`src/rtl/piece_drop_controller_if.sv`:
```
`default_nettype none
// ============================================================================
// Module   : piece_drop_controller_if
// Brief    : Move-command handshake plus board-occupancy read port.
// Revision : 1.0 - initial release
// ============================================================================
interface piece_drop_controller_if;
  logic       cmd_valid;
  logic [1:0] cmd;
  logic       cmd_ready;
  logic       board_rd_req;
  logic [3:0] board_rd_col;
  logic [4:0] board_rd_row;
  logic       board_rd_gnt;
  logic       board_rd_occ;

  modport master (
    input  cmd_valid, cmd, board_rd_gnt, board_rd_occ,
    output cmd_ready, board_rd_req, board_rd_col, board_rd_row
  );

  modport slave (
    output cmd_valid, cmd, board_rd_gnt, board_rd_occ,
    input  cmd_ready, board_rd_req, board_rd_col, board_rd_row
  );
endinterface
`default_nettype wire

```
`src/rtl/piece_drop_controller.sv`:
```
`default_nettype none
// ============================================================================
// Module   : piece_drop_controller
// Brief    : Falling-piece position sequencer with serial collision checks.
// Options  : LOCK_DELAY_EN - a tick/soft-down landing arms instead of locking.
// Revision : 1.0 - initial release
// ============================================================================
module piece_drop_controller #(
  parameter int COLS      = 10,
  parameter int ROWS      = 20,
  parameter int CELL      = 20,
  parameter int X0        = 240,
  parameter int Y0        = 60,
  parameter int SPAWN_COL = 4
) (
  input  wire                   clk,
  input  wire                   reset,
  input  wire                   start,
  input  wire                   tick,
  input  wire  [15:0]           shape_off,
  piece_drop_controller_if.master bus,
  output logic [3:0]            piece_col,
  output logic [4:0]            piece_row,
  output logic [9:0]            sq_x,
  output logic [9:0]            sq_y,
  output logic                  lock_pulse,
  output logic                  game_over,
  output logic                  busy
);

  localparam logic [2:0] ST_IDLE      = 3'd0;
  localparam logic [2:0] ST_SPAWN     = 3'd1;
  localparam logic [2:0] ST_WAIT      = 3'd2;
  localparam logic [2:0] ST_CHECK     = 3'd3;
  localparam logic [2:0] ST_COMMIT    = 3'd4;
  localparam logic [2:0] ST_LOCK      = 3'd5;
  localparam logic [2:0] ST_GAME_OVER = 3'd6;

  localparam logic [1:0] K_SPAWN = 2'd0;
  localparam logic [1:0] K_SHIFT = 2'd1;
  localparam logic [1:0] K_DOWN  = 2'd2;
  localparam logic [1:0] K_HARD  = 2'd3;

  localparam logic [1:0] CMD_LEFT  = 2'd0;
  localparam logic [1:0] CMD_RIGHT = 2'd1;
  localparam logic [1:0] CMD_SOFT  = 2'd2;

  logic [2:0]  r_state;
  logic [2:0]  w_state_nxt;
  logic [15:0] r_shape;
  logic [4:0]  r_cand_col;
  logic [4:0]  r_cand_row;
  logic [1:0]  r_kind;
  logic [1:0]  r_cell;
  logic        r_phase;
  logic        r_pending;
  logic [3:0]  r_col;
  logic [4:0]  r_row;
`ifdef LOCK_DELAY_EN
  logic        r_armed;
`endif

  logic [3:0]  w_off;
  logic [5:0]  w_cell_col;
  logic [5:0]  w_cell_row;
  logic        w_cell_oob;
  logic        w_hit;
  logic        w_free_all;
  logic        w_go_down;
  logic        w_accept;

  // Candidate column is one bit wider so that left-of-zero becomes 31, which
  // lands out of bounds instead of wrapping onto the right edge.
  assign w_off      = r_shape[{r_cell, 2'b00} +: 4];
  assign w_cell_col = {1'b0, r_cand_col} + {4'b0000, w_off[3:2]};
  assign w_cell_row = {1'b0, r_cand_row} + {4'b0000, w_off[1:0]};
  assign w_cell_oob = (w_cell_col >= 6'(COLS)) || (w_cell_row >= 6'(ROWS));

  assign w_hit      = (r_state == ST_CHECK) && (r_phase ? bus.board_rd_occ : w_cell_oob);
  assign w_free_all = (r_state == ST_CHECK) && r_phase && !bus.board_rd_occ && (r_cell == 2'd3);
  assign w_go_down  = (r_state == ST_WAIT) && (tick || r_pending);
  assign w_accept   = (r_state == ST_WAIT) && !tick && !r_pending && bus.cmd_valid;

  always_ff @(posedge clk) begin
    if (reset) begin
      r_state <= ST_IDLE;
    end else begin
      r_state <= w_state_nxt;
    end
  end

  always_comb begin
    w_state_nxt = r_state;
    case (r_state)
      ST_IDLE: begin
        if (start) begin
          w_state_nxt = ST_SPAWN;
        end
      end
      ST_SPAWN: w_state_nxt = ST_CHECK;
      ST_WAIT: begin
        if (w_go_down || w_accept) begin
          w_state_nxt = ST_CHECK;
        end
      end
      ST_CHECK: begin
        if (w_hit) begin
          case (r_kind)
            K_SPAWN: w_state_nxt = ST_GAME_OVER;
            K_SHIFT: w_state_nxt = ST_WAIT;
`ifdef LOCK_DELAY_EN
            K_DOWN:  w_state_nxt = r_armed ? ST_LOCK : ST_WAIT;
`else
            K_DOWN:  w_state_nxt = ST_LOCK;
`endif
            default: w_state_nxt = ST_LOCK;
          endcase
        end else if (w_free_all) begin
          w_state_nxt = ST_COMMIT;
        end
      end
      ST_COMMIT:    w_state_nxt = (r_kind == K_HARD) ? ST_CHECK : ST_WAIT;
      ST_LOCK:      w_state_nxt = ST_SPAWN;
      ST_GAME_OVER: w_state_nxt = ST_GAME_OVER;
      default:      w_state_nxt = ST_IDLE;
    endcase
  end

  always_comb begin
    bus.cmd_ready    = (r_state == ST_WAIT) && !tick && !r_pending;
    bus.board_rd_req = (r_state == ST_CHECK) && !r_phase && !w_cell_oob;
    bus.board_rd_col = w_cell_col[3:0];
    bus.board_rd_row = w_cell_row[4:0];
    lock_pulse       = (r_state == ST_LOCK);
    game_over        = (r_state == ST_GAME_OVER);
    busy             = (r_state != ST_IDLE) && (r_state != ST_WAIT) &&
                       (r_state != ST_GAME_OVER);
    piece_col        = r_col;
    piece_row        = r_row;
    sq_x             = 10'(X0) + 10'(CELL) * {6'd0, r_col};
    sq_y             = 10'(Y0) + 10'(CELL) * {5'd0, r_row};
  end

  always_ff @(posedge clk) begin
    if (reset) begin
      r_shape    <= 16'd0;
      r_cand_col <= 5'd0;
      r_cand_row <= 5'd0;
      r_kind     <= K_SPAWN;
      r_cell     <= 2'd0;
      r_phase    <= 1'b0;
      r_col      <= 4'd0;
      r_row      <= 5'd0;
    end else begin
      case (r_state)
        ST_SPAWN: begin
          r_shape    <= shape_off;
          r_cand_col <= 5'(SPAWN_COL);
          r_cand_row <= 5'd0;
          r_kind     <= K_SPAWN;
          r_cell     <= 2'd0;
          r_phase    <= 1'b0;
        end
        ST_WAIT: begin
          r_cell  <= 2'd0;
          r_phase <= 1'b0;
          if (w_go_down) begin
            r_cand_col <= {1'b0, r_col};
            r_cand_row <= r_row + 5'd1;
            r_kind     <= K_DOWN;
          end else if (w_accept) begin
            case (bus.cmd)
              CMD_LEFT: begin
                r_cand_col <= {1'b0, r_col} - 5'd1;
                r_cand_row <= r_row;
                r_kind     <= K_SHIFT;
              end
              CMD_RIGHT: begin
                r_cand_col <= {1'b0, r_col} + 5'd1;
                r_cand_row <= r_row;
                r_kind     <= K_SHIFT;
              end
              CMD_SOFT: begin
                r_cand_col <= {1'b0, r_col};
                r_cand_row <= r_row + 5'd1;
                r_kind     <= K_DOWN;
              end
              default: begin
                r_cand_col <= {1'b0, r_col};
                r_cand_row <= r_row + 5'd1;
                r_kind     <= K_HARD;
              end
            endcase
          end
        end
        ST_CHECK: begin
          // Address phase waits for grant; data phase moves to the next cell.
          if (!r_phase) begin
            if (!w_cell_oob && bus.board_rd_gnt) begin
              r_phase <= 1'b1;
            end
          end else begin
            r_phase <= 1'b0;
            r_cell  <= r_cell + 2'd1;
          end
        end
        ST_COMMIT: begin
          r_col   <= r_cand_col[3:0];
          r_row   <= r_cand_row;
          r_cell  <= 2'd0;
          r_phase <= 1'b0;
          if (r_kind == K_HARD) begin
            r_cand_row <= r_cand_row + 5'd1;
          end
        end
        default: ;
      endcase
    end
  end

  // One-deep gravity memory; IDLE and GAME_OVER have no live piece to drop.
  always_ff @(posedge clk) begin
    if (reset) begin
      r_pending <= 1'b0;
    end else if (r_state == ST_LOCK) begin
      r_pending <= 1'b0;
    end else if (r_state == ST_WAIT) begin
      r_pending <= 1'b0;
    end else if (tick && (r_state != ST_IDLE) && (r_state != ST_GAME_OVER)) begin
      r_pending <= 1'b1;
    end
  end

`ifdef LOCK_DELAY_EN
  always_ff @(posedge clk) begin
    if (reset) begin
      r_armed <= 1'b0;
    end else if (r_state == ST_SPAWN) begin
      r_armed <= 1'b0;
    end else if (w_hit && (r_kind == K_DOWN)) begin
      r_armed <= 1'b1;
    end else if ((r_state == ST_COMMIT) && (r_kind == K_DOWN)) begin
      r_armed <= 1'b0;
    end
  end
`endif

endmodule
`default_nettype wire

```
`src/flat_wrapper.sv`:
```
// flat-port wrapper written by rule: the top's interface ports become plain ports
module piece_drop_controller_flat 
#(
  parameter int COLS      = 10,
  parameter int ROWS      = 20,
  parameter int CELL      = 20,
  parameter int X0        = 240,
  parameter int Y0        = 60,
  parameter int SPAWN_COL = 4
)
  (clk, reset, start, tick, shape_off, piece_col, piece_row, sq_x, sq_y, lock_pulse, game_over, busy, bus_cmd_valid, bus_cmd, bus_board_rd_gnt, bus_board_rd_occ, bus_cmd_ready, bus_board_rd_req, bus_board_rd_col, bus_board_rd_row);
  piece_drop_controller_if bus_i ();
  input  wire clk;
  input  wire reset;
  input  wire start;
  input  wire tick;
  input  wire  [15:0] shape_off;
  output logic [3:0] piece_col;
  output logic [4:0] piece_row;
  output logic [9:0] sq_x;
  output logic [9:0] sq_y;
  output logic lock_pulse;
  output logic game_over;
  output logic busy;
  input wire logic [$bits(bus_i.cmd_valid)-1:0] bus_cmd_valid;
  input wire logic [$bits(bus_i.cmd)-1:0] bus_cmd;
  input wire logic [$bits(bus_i.board_rd_gnt)-1:0] bus_board_rd_gnt;
  input wire logic [$bits(bus_i.board_rd_occ)-1:0] bus_board_rd_occ;
  output wire logic [$bits(bus_i.cmd_ready)-1:0] bus_cmd_ready;
  output wire logic [$bits(bus_i.board_rd_req)-1:0] bus_board_rd_req;
  output wire logic [$bits(bus_i.board_rd_col)-1:0] bus_board_rd_col;
  output wire logic [$bits(bus_i.board_rd_row)-1:0] bus_board_rd_row;
  assign bus_i.cmd_valid = bus_cmd_valid;
  assign bus_i.cmd = bus_cmd;
  assign bus_i.board_rd_gnt = bus_board_rd_gnt;
  assign bus_i.board_rd_occ = bus_board_rd_occ;
  assign bus_cmd_ready = bus_i.cmd_ready;
  assign bus_board_rd_req = bus_i.board_rd_req;
  assign bus_board_rd_col = bus_i.board_rd_col;
  assign bus_board_rd_row = bus_i.board_rd_row;
  piece_drop_controller #(.COLS(COLS), .ROWS(ROWS), .CELL(CELL), .X0(X0), .Y0(Y0), .SPAWN_COL(SPAWN_COL)) u_core (.clk(clk), .reset(reset), .start(start), .tick(tick), .shape_off(shape_off), .bus(bus_i), .piece_col(piece_col), .piece_row(piece_row), .sq_x(sq_x), .sq_y(sq_y), .lock_pulse(lock_pulse), .game_over(game_over), .busy(busy));
endmodule
```
`config.mk`:
```
export PLATFORM = sky130hd
export DESIGN_NAME = piece_drop_controller_flat
export DESIGN_NICKNAME = d
export VERILOG_FILES = /design/src/rtl/piece_drop_controller_if.sv /design/src/rtl/piece_drop_controller.sv /design/src/flat_wrapper.sv
export SDC_FILE = /design/constraint.sdc
export NUM_CORES = 1
export LEC_CHECK = 0
export CAP_MARGIN = 20
export CORE_MARGIN = 2
export CORE_UTILIZATION = 28
export CTS_CLUSTER_SIZE = 20
export DETAILED_ROUTE_END_ITERATION = 10
export MAX_ROUTING_LAYER = met4
export PLACE_DENSITY_LB_ADDON = 0.1
export SLEW_MARGIN = 25
export SYNTH_ARGS = -nofsm -noshare
export SYNTH_HDL_FRONTEND = slang
export SYNTH_SLANG_ARGS = --single-unit
```
`constraint.sdc`:
```
create_clock -name clk -period 2.85 [get_ports clk]
set_clock_uncertainty 0.1 [all_clocks]
set_input_delay 0.285 -clock clk [delete_from_list [all_inputs] [get_ports clk]]
set_output_delay 0.285 -clock clk [all_outputs]
set_load 0.005 [all_outputs]
```
======== After elaboration in Yosys (flattened, before gate mapping) ========
Index checks and enable logic that the tools add are counted.
storage, ports and cells
  flip-flop bits (word level) ............. 44
  word-level logic and storage cells ...... 106
cells by class
  add/sub/neg operators ................... 9
  multiply operators ...................... 2
  magnitude comparators ................... 2
  equality and inequality tests ........... 19
  shift-type cells ........................ 1
  mux-type cells .......................... 26
  reductions and logical operators ........ 37
operators with widths
  kind                                                    count
  2-to-1 mux 5 bit                                        6
  case mux 3 bit (7 select lines)                         1
  case mux 5 bit (2 select lines)                         2
  variable part select 16 x 5 -> 4 bit                    1
  logical AND 1 bit                                       15
  case mux 5 bit (3 select lines)                         1
  adder 5 x 2 -> 6 bit                                    2
  2-to-1 mux 3 bit                                        4
  case mux 2 bit (2 select lines)                         3
  adder 5 x 1 -> 5 bit (second input constant)            2
  adder 6 x 10 -> 10 bit (first input constant)           1
  adder 8 x 9 -> 10 bit (first input constant)            1
  equality test 3 bit (second input constant)             3
  multiplier 3 x 5 -> 8 bit (first input constant)        1
  multiplier 3 x 4 -> 7 bit (first input constant)        1
  equality test 2 bit (second input constant)             3
  equality test 3 x 2 -> 1 bit (second input constant)    2
  >= comparator 6 x 4 -> 1 bit (second input constant)    1
  >= comparator 6 x 5 -> 1 bit (second input constant)    1
  2-to-1 mux 2 bit                                        3
  inequality test 2 x 1 -> 1 bit (second input constant)  3
  inequality test 3 x 1 -> 1 bit (second input constant)  2
  case mux 3 bit (2 select lines)                         1
  AND reduction 3 bit                                     2
  19 further kinds                                        34

======== Longest topological paths before layout ========
  word-level depth ........................ 9
  depth in mapped cells ................... 10
  mapped depth without buffers ............ 9

======== Worst setup path before layout ========
Ideal clock, no wire load.
  path type ............................... flip-flop to flip-flop
  start ................................... register u_core.r_cell[0]
  end ..................................... register u_core.r_state[2]
  library setup time ...................... 0.126 ns
  arrival time ............................ 2.930 ns
  path slack .............................. -0.306 ns
  cell stages (with the launch flop) ...... 11
  buffers on the path ..................... 1
  cell sequence ........................... dfxtp_1 clkbuf_1 mux4_2 ha_1 fa_1 nor3_1 a31oi_1 a211o_1 a31oi_1 o21ai_0 nor4b_1
between the ends
  word-level cells in the longest chain between the ends .. 8
ends and longest elaborated chain
  item                                                                                 RTL line                                                  RTL
  start: declaration                                                                   piece_drop_controller.sv:54                               logic [1:0] r_cell;
  start signal: assignment                                                             piece_drop_controller.sv:204                              r_cell <= r_cell + 2'd1;
  variable part select 16 x 5 -> 4 bit                                                 piece_drop_controller.sv:74                               assign w_off = r_shape[{r_cell, 2'b00} +: 4];
  adder 5 x 2 -> 6 bit, on equally long branches                                       piece_drop_controller.sv:75, piece_drop_controller.sv:76
  >= comparator 6 x 4 -> 1 bit / >= comparator 6 x 5 -> 1 bit (equally long branches)  piece_drop_controller.sv:77                               assign w_cell_oob = (w_cell_col >= 6'(COLS)) || (w_cell_row >= 6'(ROWS));
  logical OR 1 bit                                                                     piece_drop_controller.sv:77
  2-to-1 mux 1 bit                                                                     piece_drop_controller.sv:79                               assign w_hit = (r_state == ST_CHECK) && (r_phase ? bus.board_rd_occ : w_cell_oob);
  logical AND 1 bit                                                                    piece_drop_controller.sv:79
  2-to-1 mux 3 bit / inequality test 3 x 1 -> 1 bit (equally long branches)            --
  case mux 3 bit (7 select lines) / AND reduction 3 bit (equally long branches)        --
  end signal: assignment                                                               piece_drop_controller.sv:88                               r_state <= w_state_nxt;
  end: declaration                                                                     piece_drop_controller.sv:48                               logic [2:0] r_state;
Parallel ways exist; a longest one is shown, timed or not.
A chain may end at the register's enable or synchronous reset.

======== Worst setup path after layout ========
  start ................................... register u_core.r_cell[0]
  end ..................................... output port bus_board_rd_req
between the ends
  word-level cells in the longest chain between the ends .. 6
ends and longest elaborated chain
  item                                                                                 RTL line                                                  RTL
  variable part select 16 x 5 -> 4 bit *                                               piece_drop_controller.sv:74
  adder 5 x 2 -> 6 bit, on equally long branches                                       piece_drop_controller.sv:75, piece_drop_controller.sv:76
  >= comparator 6 x 4 -> 1 bit / >= comparator 6 x 5 -> 1 bit (equally long branches)  piece_drop_controller.sv:77
  logical OR 1 bit *                                                                   piece_drop_controller.sv:77
  logical NOT 1 bit *                                                                  piece_drop_controller.sv:131                              bus.board_rd_req = (r_state == ST_CHECK) && !r_phase && !w_cell_oob;
  logical AND 1 bit *                                                                  piece_drop_controller.sv:131
  end: declaration                                                                     flat_wrapper.sv:30                                        output wire logic [$bits(bus_i.board_rd_req)-1:0] bus_board_rd_req;
Every way passes the cells marked *; elsewhere a longest branch is shown, timed or not.

==> results.yml <==
run_status:
  status: "complete, but fails checks"
  violations: "setup timing"
clock_network:
  clk_latency_ns: 0.30
  hold_buffers: 0
  clock-sinks: 44
  cts_root_buf: "clkbuf_8"
  ctsHtreeMaxLevel: 2
  cts_tree: "built"
  clkTransAtPathRegs_ns: 0.09
  clockBufferDepth: 2
  cts_buffers: 5
setup_path:
  crit_slowest_cell: "mux4_2"
  critPathBufInv: 1
  reg2reg_setup_slack_ns: -0.20
  cp.required_ns: 2.47
  cp.depth: 9
  reg2reg_to: "u_core.r_state[2]$_SDFFE_PP0P_"
  cp-end-kind: "primary output"
  critPathKind: "register to primary output"
  r2r_cells: 11
  cp.arrival_ns: 2.81
  crit_family: "adder cells"
  cpPeakStageDelay_ns: 0.53
  reg2reg_from: "u_core.r_cell[0]$_SDFFE_PP0P_"
  startpoint: "u_core.r_cell[0]$_SDFFE_PP0P_"
  path_cells: "mux4_2 -> ha_4 -> fa_1 -> nor2b_1 -> and3_1 -> o211ai_1 -> a31oi_4 -> and2_4 -> buf_6"
  cp-endpoint: "bus_board_rd_req"
  start_kind: "register"
  worstPathMaxFanout: 4
power_and_ir_drop:
  p_per_area_nw_per_um2: 570.3
  seqPwrFrac_pct: 34.5
  p_sw_uw: 927.1
  power_frac_comb_pct: 44.7
  cellInternalPower_uw: 1479
  power.share.clock_pct: 20.8
  p_leak_uw: 0.001795
  ir_drop_uv: 238.7
  sw_frac_of_total_pct: 38.53
synth:
  yosysWarnings: 0
  synth_edf_count: 0
  ys.flop_type: "dfxtp_1"
  netlist_area_um2: 2967
  async_flop_share_pct: 0
  yosysSeqAreaShare_pct: 29.69
  syn_inst: 382
  synth_cell_types: 49
  postSynthAreaPerCell_um2: 7.766
  ys_ff_latch: 44
global_route:
  track_usage_pct: 15.63
  grt_max_degree: 22
  antenna_found_initial: 0
  grt_pass1_wl_mm: 13.94
  grt_overflow: 0
  grt_pass1_vias: 2843
place:
  place_area_um2: 3928
  globalplace.congestion: 0.8111
  io_buffers: 63
  dpl.cell_count: 591
  hpwl_mm: 6.352
  post-place-ws_ns: -0.5028
routing:
  first_pass_iters: 4
  num_vias: 2855
  drcViolationCount: 0
  wl_per_cell_um: 13.74
  wirelength_mm: 8.301
  vias_per_cell: 4.727
  first_iter_violations: 170
  drtAntennaViolNets: 0
finish:
  layout_common_cells: "nand2_1 (65), a21oi_1 (51), clkdlybuf4s50_1 (48)"
  nets: 519
  design_area_um2: 4219
  layout_commonest_cell: "nand2_1"
  fillers: 1073
  area_growth_pct: 42.22
  multi_input_area_um2: 2079
  seqCellArea_um2: 885.9
  drive_gt1_share_pct: 17.31
  post-route-util_pct: 40.87
  diodes: 0
  stdcell_count: 604
timing:
  rsz0062_at_grt: "true"
  min_period_over_period_pct: 112.0
  drv_slew: 0
  whs_ns: 0.3571
  tightest_slew_ns: 0.5595
  setup_viol: 6
  hold_violations: 0
  fmax_mhz: 313.3
  timing.final.ws_setup_ns: -0.3423
  min_period_ns: 3.192
  slew_headroom_pct: 62.65
die:
  coreArea_um2: 10320
  die_area_um2: 11430
  die_w_um: 106.9
  rows: 37
  io_pins: 68
  die_h_um: 106.9
  initial_utilization_pct: 28.74
min_path:
  hold_class: "register to register"
run:
  max_cap_viol_count: 0
==> power by group through the flow <==
stage	sequential (uW)	clock (uW)	combinational, uW
2_1_floorplan	809	0	668
3_3_place_gp	840	0	1050
3_5_place_dp	842	0	1050
4_1_cts	828	516	1060
5_1_grt	848	540	1210
6_report	831	501	1070
==> metrics by stage <==
| step | setup TNS, ns | power [uW] |
|---|---|---|
| floorplan | -0.007056 | 1477 |
| global placement | -0.7211 | 1892 |
| detailed placement | -0.8842 | 1892 |
| CTS | -0.8425 | 2407 |
| global route | -1.719 | 2597 |
| finish | -1.007 | 2406 |
==> routing by layer <==
layer	track usage (%)	routed length, um	up-vias
li1	-	-	1475
met1	20.48	3939	1298
met2	25.20	3881	72
met3	2.492	371	10
met4	4.174	109	0
met5	-	0	-
==> state kept, by name (all words and copies together), names as in the netlist <==
register	cells
u_core.r_state	3
u_core.piece_row	5
u_core.piece_col	4
u_core.r_shape	16
u_core.r_cand_col	5
u_core.r_kind	2
u_core.r_phase	1
u_core.r_cand_row	5
u_core.r_cell	2
u_core.r_pending	1
==> kinds of logic after synthesis <==
family	Yosys count	share of synthesized area, %
simple gates	148	22.73
fa+ha+maj	27	12.65
xor+xnor	22	6.495
buf+inv	42	6.495
mux	5	3.416
compound gates	93	18.39
other cells	1	0.1264
flops	44	29.69
==> tightest hold or removal path: cells and delay by family (launching register included) <==
family           cells  cell delay [ns]
AO/OA/AOI/OAI        1             0.05
flip-flops           1             0.32
AND/OR/NAND/NOR      1             0.05
==> how the worst min path moves through the flow <==
stage	startpoint	to	slack (ns)	cells past startpoint
floorplan	shape_off[0]	u_core.r_shape[0]$_SDFFE_PP0N_	0.32	2
global placement	u_core.r_shape[2]$_SDFFE_PP0N_	u_core.r_shape[2]$_SDFFE_PP0N_	0.34	2
detailed placement	u_core.r_shape[10]$_SDFFE_PP0N_	u_core.r_shape[10]$_SDFFE_PP0N_	0.35	2
CTS	u_core.r_shape[10]$_SDFFE_PP0N_	u_core.r_shape[10]$_SDFFE_PP0N_	0.36	2
global route	u_core.r_shape[0]$_SDFFE_PP0N_	u_core.r_shape[0]$_SDFFE_PP0N_	0.38	2
finish	u_core.r_shape[14]$_SDFFE_PP0N_	u_core.r_shape[14]$_SDFFE_PP0N_	0.36	2
==> area by class of cell <==
type	count	share of cell area, %
multi-input cells	299	49.29
repair buffers	100	21.44
flip-flops and latches	44	21.00
well taps	136	4.033
clock buffers	5	1.631
inverters	17	1.512
clock inverters	3	1.097
==> cells in the mapped netlist, drive strengths merged, types with 5 or more instances <==
cell type,instances,area [um2]
nand2,66,247.7
a21oi,51,255.2
dfxtp,44,880.8
nor2,29,108.9
ha,22,275.3
inv,17,63.81
clkbuf,14,53.80
o21ai,13,65.06
buf,11,75.06
xnor2,11,96.34
xor2,11,96.34
nand2b,10,62.56
nand3,9,45.04
nor3,9,45.04
a21o,5,37.54
fa,5,100.1
nor2b,5,31.28
==> timing repair <==
item                       CTS  global route
pin swaps                   11             3
setup endpoints to repair   18            15
resized for setup           38            19
setup buffers                4             1
cloned                       0             0
Power figures use the tool's default switching activity.
